<file path="src/rtl/phys_tag_free_list_pkg.sv">
// Shared types and sizing for the physical-register free list, plus helpers
// for slot arithmetic and free-request classification.
package phys_tag_free_list_pkg;

    localparam int NUM_PREGS = 64;
    localparam int TAG_W     = $clog2(NUM_PREGS);
    localparam int NUM_ARCH  = 32;
    localparam int DEPTH     = NUM_PREGS - NUM_ARCH;
    localparam int PTR_W     = $clog2(DEPTH);
    localparam int CNT_W     = $clog2(DEPTH + 1);

    typedef logic [TAG_W-1:0]     tag_t;
    typedef logic [PTR_W-1:0]     ptr_t;
    typedef logic [CNT_W-1:0]     cnt_t;
    typedef logic [NUM_PREGS-1:0] bitmap_t;

    typedef enum logic [1:0] {
        FREE_ACCEPT   = 2'd0,
        FREE_IGNORE   = 2'd1,
        FREE_DOUBLE   = 2'd2,
        FREE_OVERFLOW = 2'd3
    } free_verdict_e;

    localparam cnt_t    DEPTH_CNT  = cnt_t'(DEPTH);
    localparam cnt_t    CNT_ZERO   = {CNT_W{1'b0}};
    localparam tag_t    TAG_ZERO   = {TAG_W{1'b0}};
    localparam bitmap_t BITMAP_RST = {{DEPTH{1'b1}}, {NUM_ARCH{1'b0}}};

    function automatic ptr_t ptr_add(input ptr_t p, input logic [1:0] n);
        cnt_t sum;
        sum = cnt_t'(p) + cnt_t'(n);
        if (sum >= DEPTH_CNT) begin
            sum = sum - DEPTH_CNT;
        end else begin
            sum = sum;
        end
        return sum[PTR_W-1:0];
    endfunction

    function automatic bitmap_t tag_onehot(input tag_t tag);
        return bitmap_t'(1'b1) << tag;
    endfunction

    // Tag 0 (x0) is never tracked; a double free outranks an overflow.
    function automatic free_verdict_e classify_free(input logic valid, input tag_t tag,
                                                    input logic already_free,
                                                    input logic has_room);
        free_verdict_e v;
        if (!valid || (tag == TAG_ZERO)) begin
            v = FREE_IGNORE;
        end else if (already_free) begin
            v = FREE_DOUBLE;
        end else if (!has_room) begin
            v = FREE_OVERFLOW;
        end else begin
            v = FREE_ACCEPT;
        end
        return v;
    endfunction

endpackage

</file>
<file path="src/rtl/phys_tag_free_list_fifo.sv">
// Circular tag buffer with two compacting write ports, one read port and an
// occupancy count. Reset preloads it with the non-architectural tags.
module tag_fifo_2w1r
    import phys_tag_free_list_pkg::*;
(
    input  logic             clk,
    input  logic             reset,
    input  logic             pop_i,
    input  logic             wr0_en_i,
    input  logic [TAG_W-1:0] wr0_tag_i,
    input  logic             wr1_en_i,
    input  logic [TAG_W-1:0] wr1_tag_i,
    output logic [TAG_W-1:0] head_tag_o,
    output logic [CNT_W-1:0] count_o
);

    tag_t mem_q [DEPTH];
    ptr_t head_q, head_d;
    ptr_t tail_q, tail_d;
    cnt_t count_q, count_d;

    logic       pop_ok_s;
    logic [1:0] n_push_s;
    ptr_t       wr1_slot_s;

    // Pointer and count next-state; port 1 lands right behind port 0 only if port 0 wrote.
    always_comb begin
        pop_ok_s   = pop_i && (count_q != CNT_ZERO);
        n_push_s   = {1'b0, wr0_en_i} + {1'b0, wr1_en_i};
        wr1_slot_s = wr0_en_i ? ptr_add(tail_q, 2'd1) : tail_q;
        head_d     = pop_ok_s ? ptr_add(head_q, 2'd1) : head_q;
        tail_d     = ptr_add(tail_q, n_push_s);
        count_d    = count_q - cnt_t'(pop_ok_s) + cnt_t'(n_push_s);
    end

    // Storage, pointers and count.
    always_ff @(posedge clk) begin
        if (reset) begin
            for (int i = 0; i < DEPTH; i++) begin
                mem_q[i] <= tag_t'(NUM_ARCH + i);
            end
            head_q  <= '0;
            tail_q  <= '0;
            count_q <= DEPTH_CNT;
        end else begin
            if (wr0_en_i) begin
                mem_q[tail_q] <= wr0_tag_i;
            end
            if (wr1_en_i) begin
                mem_q[wr1_slot_s] <= wr1_tag_i;
            end
            head_q  <= head_d;
            tail_q  <= tail_d;
            count_q <= count_d;
        end
    end

    assign head_tag_o = mem_q[head_q];
    assign count_o    = count_q;

endmodule

</file>
<file path="src/rtl/phys_tag_free_list.sv">
// Physical-register free list: hands out tags to rename and takes back retired
// tags from the ROB, screening each free against a per-tag is-free bitmap.
module phys_tag_free_list
    import phys_tag_free_list_pkg::*;
(
    input  logic             clk,
    input  logic             reset,
    input  logic             alloc_req,
    output logic             alloc_valid,
    output logic [TAG_W-1:0] alloc_tag,
    input  logic             free_1_valid,
    input  logic [TAG_W-1:0] free_1_tag,
    input  logic             free_2_valid,
    input  logic [TAG_W-1:0] free_2_tag,
    output logic [CNT_W-1:0] free_count,
    output logic             err_double_free,
    output logic             err_overflow
);

    tag_t          head_tag_s;
    cnt_t          count_s;
    logic          pop_s;
    cnt_t          cap_s;
    bitmap_t       bm_pop_s, bm_mid_s;
    bitmap_t       bitmap_q, bitmap_d;
    free_verdict_e v1_s, v2_s;
    logic          acc1_s, acc2_s;
    logic          err_double_q, err_double_d;
    logic          err_overflow_q, err_overflow_d;

    tag_fifo_2w1r u_fifo (
        .clk        (clk),
        .reset      (reset),
        .pop_i      (pop_s),
        .wr0_en_i   (acc1_s),
        .wr0_tag_i  (free_1_tag),
        .wr1_en_i   (acc2_s),
        .wr1_tag_i  (free_2_tag),
        .head_tag_o (head_tag_s),
        .count_o    (count_s)
    );

    // Resolve pop, then free_1, then free_2 against a progressively updated bitmap.
    always_comb begin
        pop_s    = alloc_req && (count_s != CNT_ZERO);
        cap_s    = DEPTH_CNT - count_s + cnt_t'(pop_s);
        bm_pop_s = bitmap_q;
        if (pop_s) begin
            bm_pop_s[head_tag_s] = 1'b0;
        end else begin
            bm_pop_s = bitmap_q;
        end

        v1_s     = classify_free(free_1_valid, free_1_tag, bm_pop_s[free_1_tag],
                                 cap_s != CNT_ZERO);
        acc1_s   = (v1_s == FREE_ACCEPT);
        bm_mid_s = acc1_s ? (bm_pop_s | tag_onehot(free_1_tag)) : bm_pop_s;

        v2_s     = classify_free(free_2_valid, free_2_tag, bm_mid_s[free_2_tag],
                                 cap_s > cnt_t'(acc1_s));
        acc2_s   = (v2_s == FREE_ACCEPT);
        bitmap_d = acc2_s ? (bm_mid_s | tag_onehot(free_2_tag)) : bm_mid_s;

        err_double_d   = err_double_q   || (v1_s == FREE_DOUBLE)   || (v2_s == FREE_DOUBLE);
        err_overflow_d = err_overflow_q || (v1_s == FREE_OVERFLOW) || (v2_s == FREE_OVERFLOW);
    end

    // Bitmap and sticky error flags.
    always_ff @(posedge clk) begin
        if (reset) begin
            bitmap_q       <= BITMAP_RST;
            err_double_q   <= 1'b0;
            err_overflow_q <= 1'b0;
        end else begin
            bitmap_q       <= bitmap_d;
            err_double_q   <= err_double_d;
            err_overflow_q <= err_overflow_d;
        end
    end

    assign alloc_valid     = (count_s != CNT_ZERO);
    assign alloc_tag       = head_tag_s;
    assign free_count      = count_s;
    assign err_double_free = err_double_q;
    assign err_overflow    = err_overflow_q;

endmodule

</file>
<file path="config.mk">
export PLATFORM = sky130hd
export DESIGN_NAME = phys_tag_free_list
export DESIGN_NICKNAME = d
export VERILOG_FILES = /design/src/rtl/phys_tag_free_list_pkg.sv /design/src/rtl/phys_tag_free_list_fifo.sv /design/src/rtl/phys_tag_free_list.sv
export SDC_FILE = /design/constraint.sdc
export NUM_CORES = 1
export LEC_CHECK = 0
export ABC_AREA = 1
export BUFFER_PORTS_ARGS = -buffer_cell sky130_fd_sc_hd__buf_2
export CORE_UTILIZATION = 45
export DETAILED_ROUTE_END_ITERATION = 10
export PLACE_DENSITY = 0.57
export SLEW_MARGIN = 0
export SYNTH_ARGS = -nofsm -noshare
export SYNTH_HDL_FRONTEND = slang
export SYNTH_SLANG_ARGS = --single-unit
export TNS_END_PERCENT = 20
</file>
<file path="constraint.sdc">
create_clock -name clk -period 9.4 [get_ports clk]
set_input_delay 0.94 -clock clk [delete_from_list [all_inputs] [get_ports clk]]
set_output_delay 0.94 -clock clk [all_outputs]
set_load 0.02 [all_outputs]
</file>
; ---- After elaboration in Yosys (flattened, before gate mapping)
; Memory sizes are Yosys's and may differ from the RTL's. A register that Yosys moved wholly into a read port is not among the register bits.
; Cells that the tools add are included.
[classes]
n_addsub = 11
magnitude_cmp = 8
eq_ne = 4
n_shift = 2
muxes = 35
bitwise_logic = 4
reduce_logical = 19
[ops]
columns = operator, n
row1 = 2-to-1 mux 64 bit, 3
row2 = bitwise OR 64 bit, 2
row3 = << shifter 1 x 6 -> 64 bit (first input constant), 2
row4 = AND 64 bit, 1
row5 = inverter 64 bit, 1
row6 = 2-to-1 mux 5 bit, 8
row7 = less-than comparator 6 x 7 -> 1 bit (second input constant), 3
row8 = greater-or-equal comparator 6 bit (second input constant), 3
row9 = subtractor 5 x 1 -> 5 bit (second input constant), 3
row10 = 2-to-1 mux 1 bit, 13
row11 = adder 5 x 1 -> 6 bit (second input constant), 2
row12 = binary-select mux 1 bit (select 6 bit), 2
row13 = logical NOT 6 bit, 2
row14 = 2-to-1 mux 2 bit, 6
row15 = 2-to-1 mux 6 bit, 2
row16 = nonzero test 6 bit, 2
row17 = OR reduction 6 bit, 2
row18 = equality test 2 bit (second input constant), 4
row19 = adder 5 x 2 -> 6 bit, 1
row20 = adder 6 x 1 -> 6 bit, 1
row21 = adder 6 x 2 -> 6 bit, 1
row22 = demux 1 bit (select 6 bit), 1
row23 = greater-or-equal comparator 6 x 1 -> 1 bit (second input constant), 1
row24 = > comparator 6 x 1 -> 1 bit, 1
row25 = 7 further kinds, 16
[totals]
regBits = 82
mem_bits_rw = 192
inputBits = 17
output_inout_bits = 15
word_cells = 90
n_memories = 1
[mem_list]
columns = name, depth, width, read_ports, rd_ports_with_merged_regs, wr, line
row1 = u_fifo.mem_q, 32, 6, 1, 1, 32, phys_tag_free_list_fifo.sv:17  ; tag_t mem_q [DEPTH];

; ---- Logic depth before layout (Yosys ltp)
[depth]
depth_word = 23
depth_mapped = 51
ltp_nobuf = 46

; ---- Cells and area by module
; From an unflattened synthesis, not the netlist that was laid out.
[hier_totals]
hier_cells = 2952
hier_area_um2 = 19301.0
[modules_own_cells]
columns = mod, instances, cells_per_inst, area_per_inst_um2, seq_area_each_um2
row1 = tag_fifo_2w1r, 1, 1730, 12796.0, 6185.9
row2 = phys_tag_free_list, 1, 1222, 6505.0, 1321.3

; ---- Worst setup path before layout
; OpenSTA, ideal clock, no wires.
[synth_path]
path_kind = register to register
from = reg u_fifo.count_q[3] (netlist: u_fifo.count_o[3])
to = reg u_fifo.count_q[5] (netlist: u_fifo.count_o[5])
setup_ns = 0.116
arrival_time_ns = 5.727
required_time_ns = 9.284
slack_ns = 3.557
stages_incl_launch_ff = 36
n_path_buf = 4
synth_period_minus_slack_ns = 5.843
cell_sequence = dfxtp_1 -> inv_1 -> ha_1 -> nand4_1 -> nand2_1 -> buf_1 -> ha_1 -> inv_1 -> ha_1 -> nand2_1 -> xor2_1 -> nand3_1 -> nor4_1 -> nor2_2 -> buf_6 -> buf_6 -> ha_1 -> nor2_1 -> nor4_1 -> nor2_1 -> nand3_1 -> inv_1 -> clkbuf_1 -> ha_1 -> inv_1 -> ha_1 -> inv_1 -> ha_1 -> a21oi_1 -> inv_1 -> a31oi_1 -> nor2_1 -> nor2_1 -> nor2_1 -> o21ai_0 -> nand2_1
[synth_between]
elab_chain_len = 16
elab_cells_between_ends = 25
cone_classes = 5 x add/sub / 1 x order compare / 12 x mux / 1 x bitwise / 6 x reduce/logical
[synth_lines]
columns = element, line
row1 = "start, declared", phys_tag_free_list_fifo.sv:20  ; cnt_t count_q, count_d;
row2 = "start signal, assigned", phys_tag_free_list_fifo.sv:54  ; count_q <= count_d;
row3 = nonzero test 6 bit *, n/a
row4 = via alloc_valid, phys_tag_free_list.sv:9  ; output logic alloc_valid,
row5 = logical AND 1 bit, phys_tag_free_list.sv:45  ; pop_s = alloc_req && (count_s != CNT_ZERO);
row6 = adder 6 x 1 -> 6 bit or 2-to-1 mux 64 bit (tied branches), "phys_tag_free_list.sv:46, phys_tag_free_list.sv:48"
row7 = nonzero test 6 bit or binary-select mux 1 bit (select 6 bit) (tied branches), "phys_tag_free_list.sv:55, phys_tag_free_list.sv:54"
row8 = 2-to-1 mux 2 bit or 2-to-1 mux 1 bit (tied branches), "phys_tag_free_list_pkg.sv:53, phys_tag_free_list.sv:54"
row9 = 2-to-1 mux 2 bit, phys_tag_free_list_pkg.sv:51  ; end else if (already_free) begin
row10 = 2-to-1 mux 2 bit, phys_tag_free_list_pkg.sv:49  ; if (!valid || (tag == TAG_ZERO)) begin
row11 = logical NOT 2 bit, phys_tag_free_list.sv:56  ; acc1_s = (v1_s == FREE_ACCEPT);
row12 = 2-to-1 mux 64 bit, phys_tag_free_list.sv:57  ; bm_mid_s = acc1_s ? (bm_pop_s | tag_onehot(free_1_tag)) : bm_pop_s;
row13 = binary-select mux 1 bit (select 6 bit), phys_tag_free_list.sv:59  ; v2_s = classify_free(free_2_valid, free_2_tag, bm_mid_s[free_2_tag],
row14 = 2-to-1 mux 1 bit (implied by the code), phys_tag_free_list.sv:59
row15 = 2-to-1 mux 2 bit, phys_tag_free_list_pkg.sv:51
row16 = 2-to-1 mux 2 bit, phys_tag_free_list_pkg.sv:49
row17 = logical NOT 2 bit, phys_tag_free_list.sv:61  ; acc2_s = (v2_s == FREE_ACCEPT);
row18 = adder 1 x 1 -> 2 bit, phys_tag_free_list_fifo.sv:29  ; n_push_s = {1'b0, wr0_en_i} + {1'b0, wr1_en_i};
row19 = adder 6 x 2 -> 6 bit *, phys_tag_free_list_fifo.sv:33  ; count_d = count_q - cnt_t'(pop_ok_s) + cnt_t'(n_push_s);
; Mark *: on every way through the listed nets, which the timed path passes. The rest lies on a longest branch. The select of a mux whose other input is x is not followed.
; A chain may end at the register's enable or synchronous reset.

==> summary.txt <==
Status: finished with violations
Violated checks: design-rule violations
Mapped Area: 0.01867 sq mm
Drt wl/cell: 22.54 microns
Hold path depth: 2
Final period util: 82.11%
Worst rel slew slack: 9.842%
Post-synthesis register bit count: 279
Global-route wire length before repair: 109.3 mm
VDD IR max: 0.0001374 V
CP Max Fanout: 142
Final-layout fill cell count: 4,199
Input/output buffers: 31
Die Ht: 205.7 microns
Hold path start: bitmap_q[0]$_SDFF_PP0_
Synth-to-Final Area Change: 8.151%
Hold WC Path Type: flip-flop to flip-flop
Pin count of the biggest net entering global routing: 143
Clock tree sinks: 279
Worst-Skew Late Latency: 0.57 ns
TNS Setup: 0 ns
DR vias: 19,340
Count of cell types in the netlist: 37
Post-layout min period: 7.718 ns
CP arrival: 7.93 ns
Num CTS Buffers: 35
Clk slew on worst S/H paths: 0.07 ns
Crit path top cell by count: nand2_1
CP max-delay cell: inv_4
Core box area: 0.04083 sq mm
Most used DFF post-synth: edfxtp_1
Antenna cell count: 0
DR pass1 iterations: 11
Synth Warn #: 0
Fin. Hold Viols: 0
Final ANT Viol Nets: 0
Max-slew violation count: 0
WP data required: 9.62 ns
Post-synth top cells: nand2_1, nand3_1, nor2_1
CTS tree: built
Grt ovf: 0
Via/cell ratio: 5.933
Starting Density: 45.71%
Mapped Cells: 2,772
CTS Hold Bufs: 0
Nets: 2,742
Residual DRC: 1
Worst-Margin Slew: 1.340 ns
Number of global-route vias before repair: 18,110
R2r worst-path depth: 37
Max Cap Viol: 0
Syn Area/Cell: 6.734 sq um
Register area share after synthesis: 40.22%
Die ar.: 0.04230 sq mm
Pwr dens: 193.3 mW/mm^2
Register-to-register setup slack: 1.68 ns
Cell Rows: 74
Post-detail-place hpwl: 45.77 mm
Worst stage delay on the critical path: 0.80 ns
RSZ-0062 raised after global routing: no
Endpoint, Worst Hold: bitmap_q[0]$_SDFF_PP0_
Post CTS Setup Buffer Count: 0
Setup CP Type: flip-flop to flip-flop
FMAX: 0.1296 GHz
DRT iter0 DRCs: 2,309
GR Util All Layers: 34.98%
Final Util: 49.44%
CTS max path bufs: 3
Clock Tree Root: clkbuf_16
P_leak: 8.248 nW
Worst Skew: 0.02041 ns
Initial antenna violation count: 0
Final WS setup: 1.682 ns
Reg-to-reg endpoint: u_fifo.mem_q[28][3]$_DFFE_PP_
Post-synth top area share: 30.89%
Post-synth net total: 2,812
I/O pin cnt: 32
EDFF count, synth: 192
Asr flop ratio synth: 0%
Post-synth top area cell: edfxtp_1
Pre-CTS WS: 2.037 ns
Final wirelength: 73.47 mm
Final Setup Violations: 0
Post-cts resize count: 0
Crit start category: flip-flop
Die X: 205.7 microns
Layout cell share with drive strength beyond 1: 7.075%
GPL Wtd Cong: 0.9459
Top-count cell post-synth: nand2_1
Htree depth: 2
Top cells by area, synth: edfxtp_1, nand2_1, nand3_1
Crit end category: flip-flop
==> area by class of cell <==
class	count	area (sq um)	share of cell area, %
Clock buffer	44	960.9	4.760
Multi-Input combinational cell	2155	9763	48.36
Tap cell	532	665.6	3.297
Clock inverter	19	200.2	0.9917
Sequential cell	279	7512	37.21
Timing Repair Buffer	74	490.5	2.430
Inverter	157	594.3	2.944
==> how the worst max path moves through the flow <==
stage               slack (ns)  depth (start not counted)                          from                            end
global placement          2.03                         46                     flip-flop   u_fifo.count_o[5]$_SDFF_PP1_
detailed placement        2.04                         46                     flip-flop   u_fifo.count_o[5]$_SDFF_PP1_
floorplan                 3.56                         35  u_fifo.count_o[3]$_SDFF_PP0_   u_fifo.count_o[5]$_SDFF_PP1_
global route              1.11                         47                     flip-flop   u_fifo.count_o[5]$_SDFF_PP1_
finish                    1.68                         37                     flip-flop  u_fifo.mem_q[28][3]$_DFFE_PP_
CTS                       2.01                         46                     flip-flop   u_fifo.count_o[5]$_SDFF_PP1_
==> state kept, by name, indices dropped and copies added, names as in the netlist, named ones only <==
signal / count
bitmap_q: 64
err_double_free: 1
err_overflow: 1
u_fifo.count_o: 6
u_fifo.head_q: 5
u_fifo.mem_q: 192
u_fifo.tail_q: 5
==> kinds of logic after synthesis <==
family	after synthesis	synth area share, %
AOI/OAI and AO/OA	161	4.927
xor gates and xnor gates	6	0.4223
adders and majority gates	23	1.622
buffers and inverters	338	7.528
DFF	279	40.22
and+or+nand+nor	1965	45.28
==> report_power, final <==
part	leakage [nW]	switching, mW	internal [mW]
Sequential	2.30	0.0437	1.36
Combinational	5.39	0.843	0.252
Clock	0.563	0.584	0.815
==> worst max-delay path: cells and delay by family, from the launching register on <==
| kind | cells | cell delay (ns) |
|---|---|---|
| simple gates | 33 | 4.83 |
| buf+inv | 4 | 1.79 |
| flops | 1 | 0.51 |
==> per-stage QoR <==
step | hold WS (ns) | power (mW) | std cells | cell area, sq um
6_report | 0.4689 | 3.901 | 3260 | 20190
5_1_grt | 0.5049 | 4.030 | 3260 | 20190
4_1_cts | 0.4632 | 3.884 | 3260 | 20190
3_5_place_dp | 0.4540 | 2.496 | 3197 | 19030
3_3_place_gp | 0.4526 | 2.491 | 3197 | 19030
2_1_floorplan | 0.4347 | 2.126 | 2772 | 18670
==> layer usage <==
| layer | part of all wire [%] | routed length (microns) | track usage (%) | vias to the layer above |
|---|---|---|---|---|
| met3 | 9.4 | 6909 | 5.052 | 240 |
| met1 | 40 | 29320 | 44.94 | 8958 |
| li1 | - | - | - | 9025 |
| met5 | 0 | 0 | 0 | - |
| met2 | 46 | 33480 | 57.08 | 1117 |
| met4 | 5.1 | 3757 | 17.96 | 0 |
==> layout by cell type, fill, tap and decap left out, types with 4 or more instances in the layout <==
cell type / n
xor2_1: 4
o31ai_1: 20
a21oi_1: 26
edfxtp_1: 192
buf_2: 31
dfxtp_1: 85
nor4_1: 11
clkinv_1: 11
inv_2: 13
nor2_4: 16
inv_1: 134
a21boi_1: 18
buf_4: 42
inv_6: 4
clkbuf_1: 5
a21boi_0: 4
nand3_1: 466
ha_1: 21
nand2_1: 996
o21ai_0: 72
nand2_2: 8
clkbuf_16: 36
clkinv_2: 5
nor2_2: 17
nand4_1: 94
nor2_1: 326
o21ai_1: 17
nor3_1: 26
No activity file was read; power rests on OpenSTA's default activity.
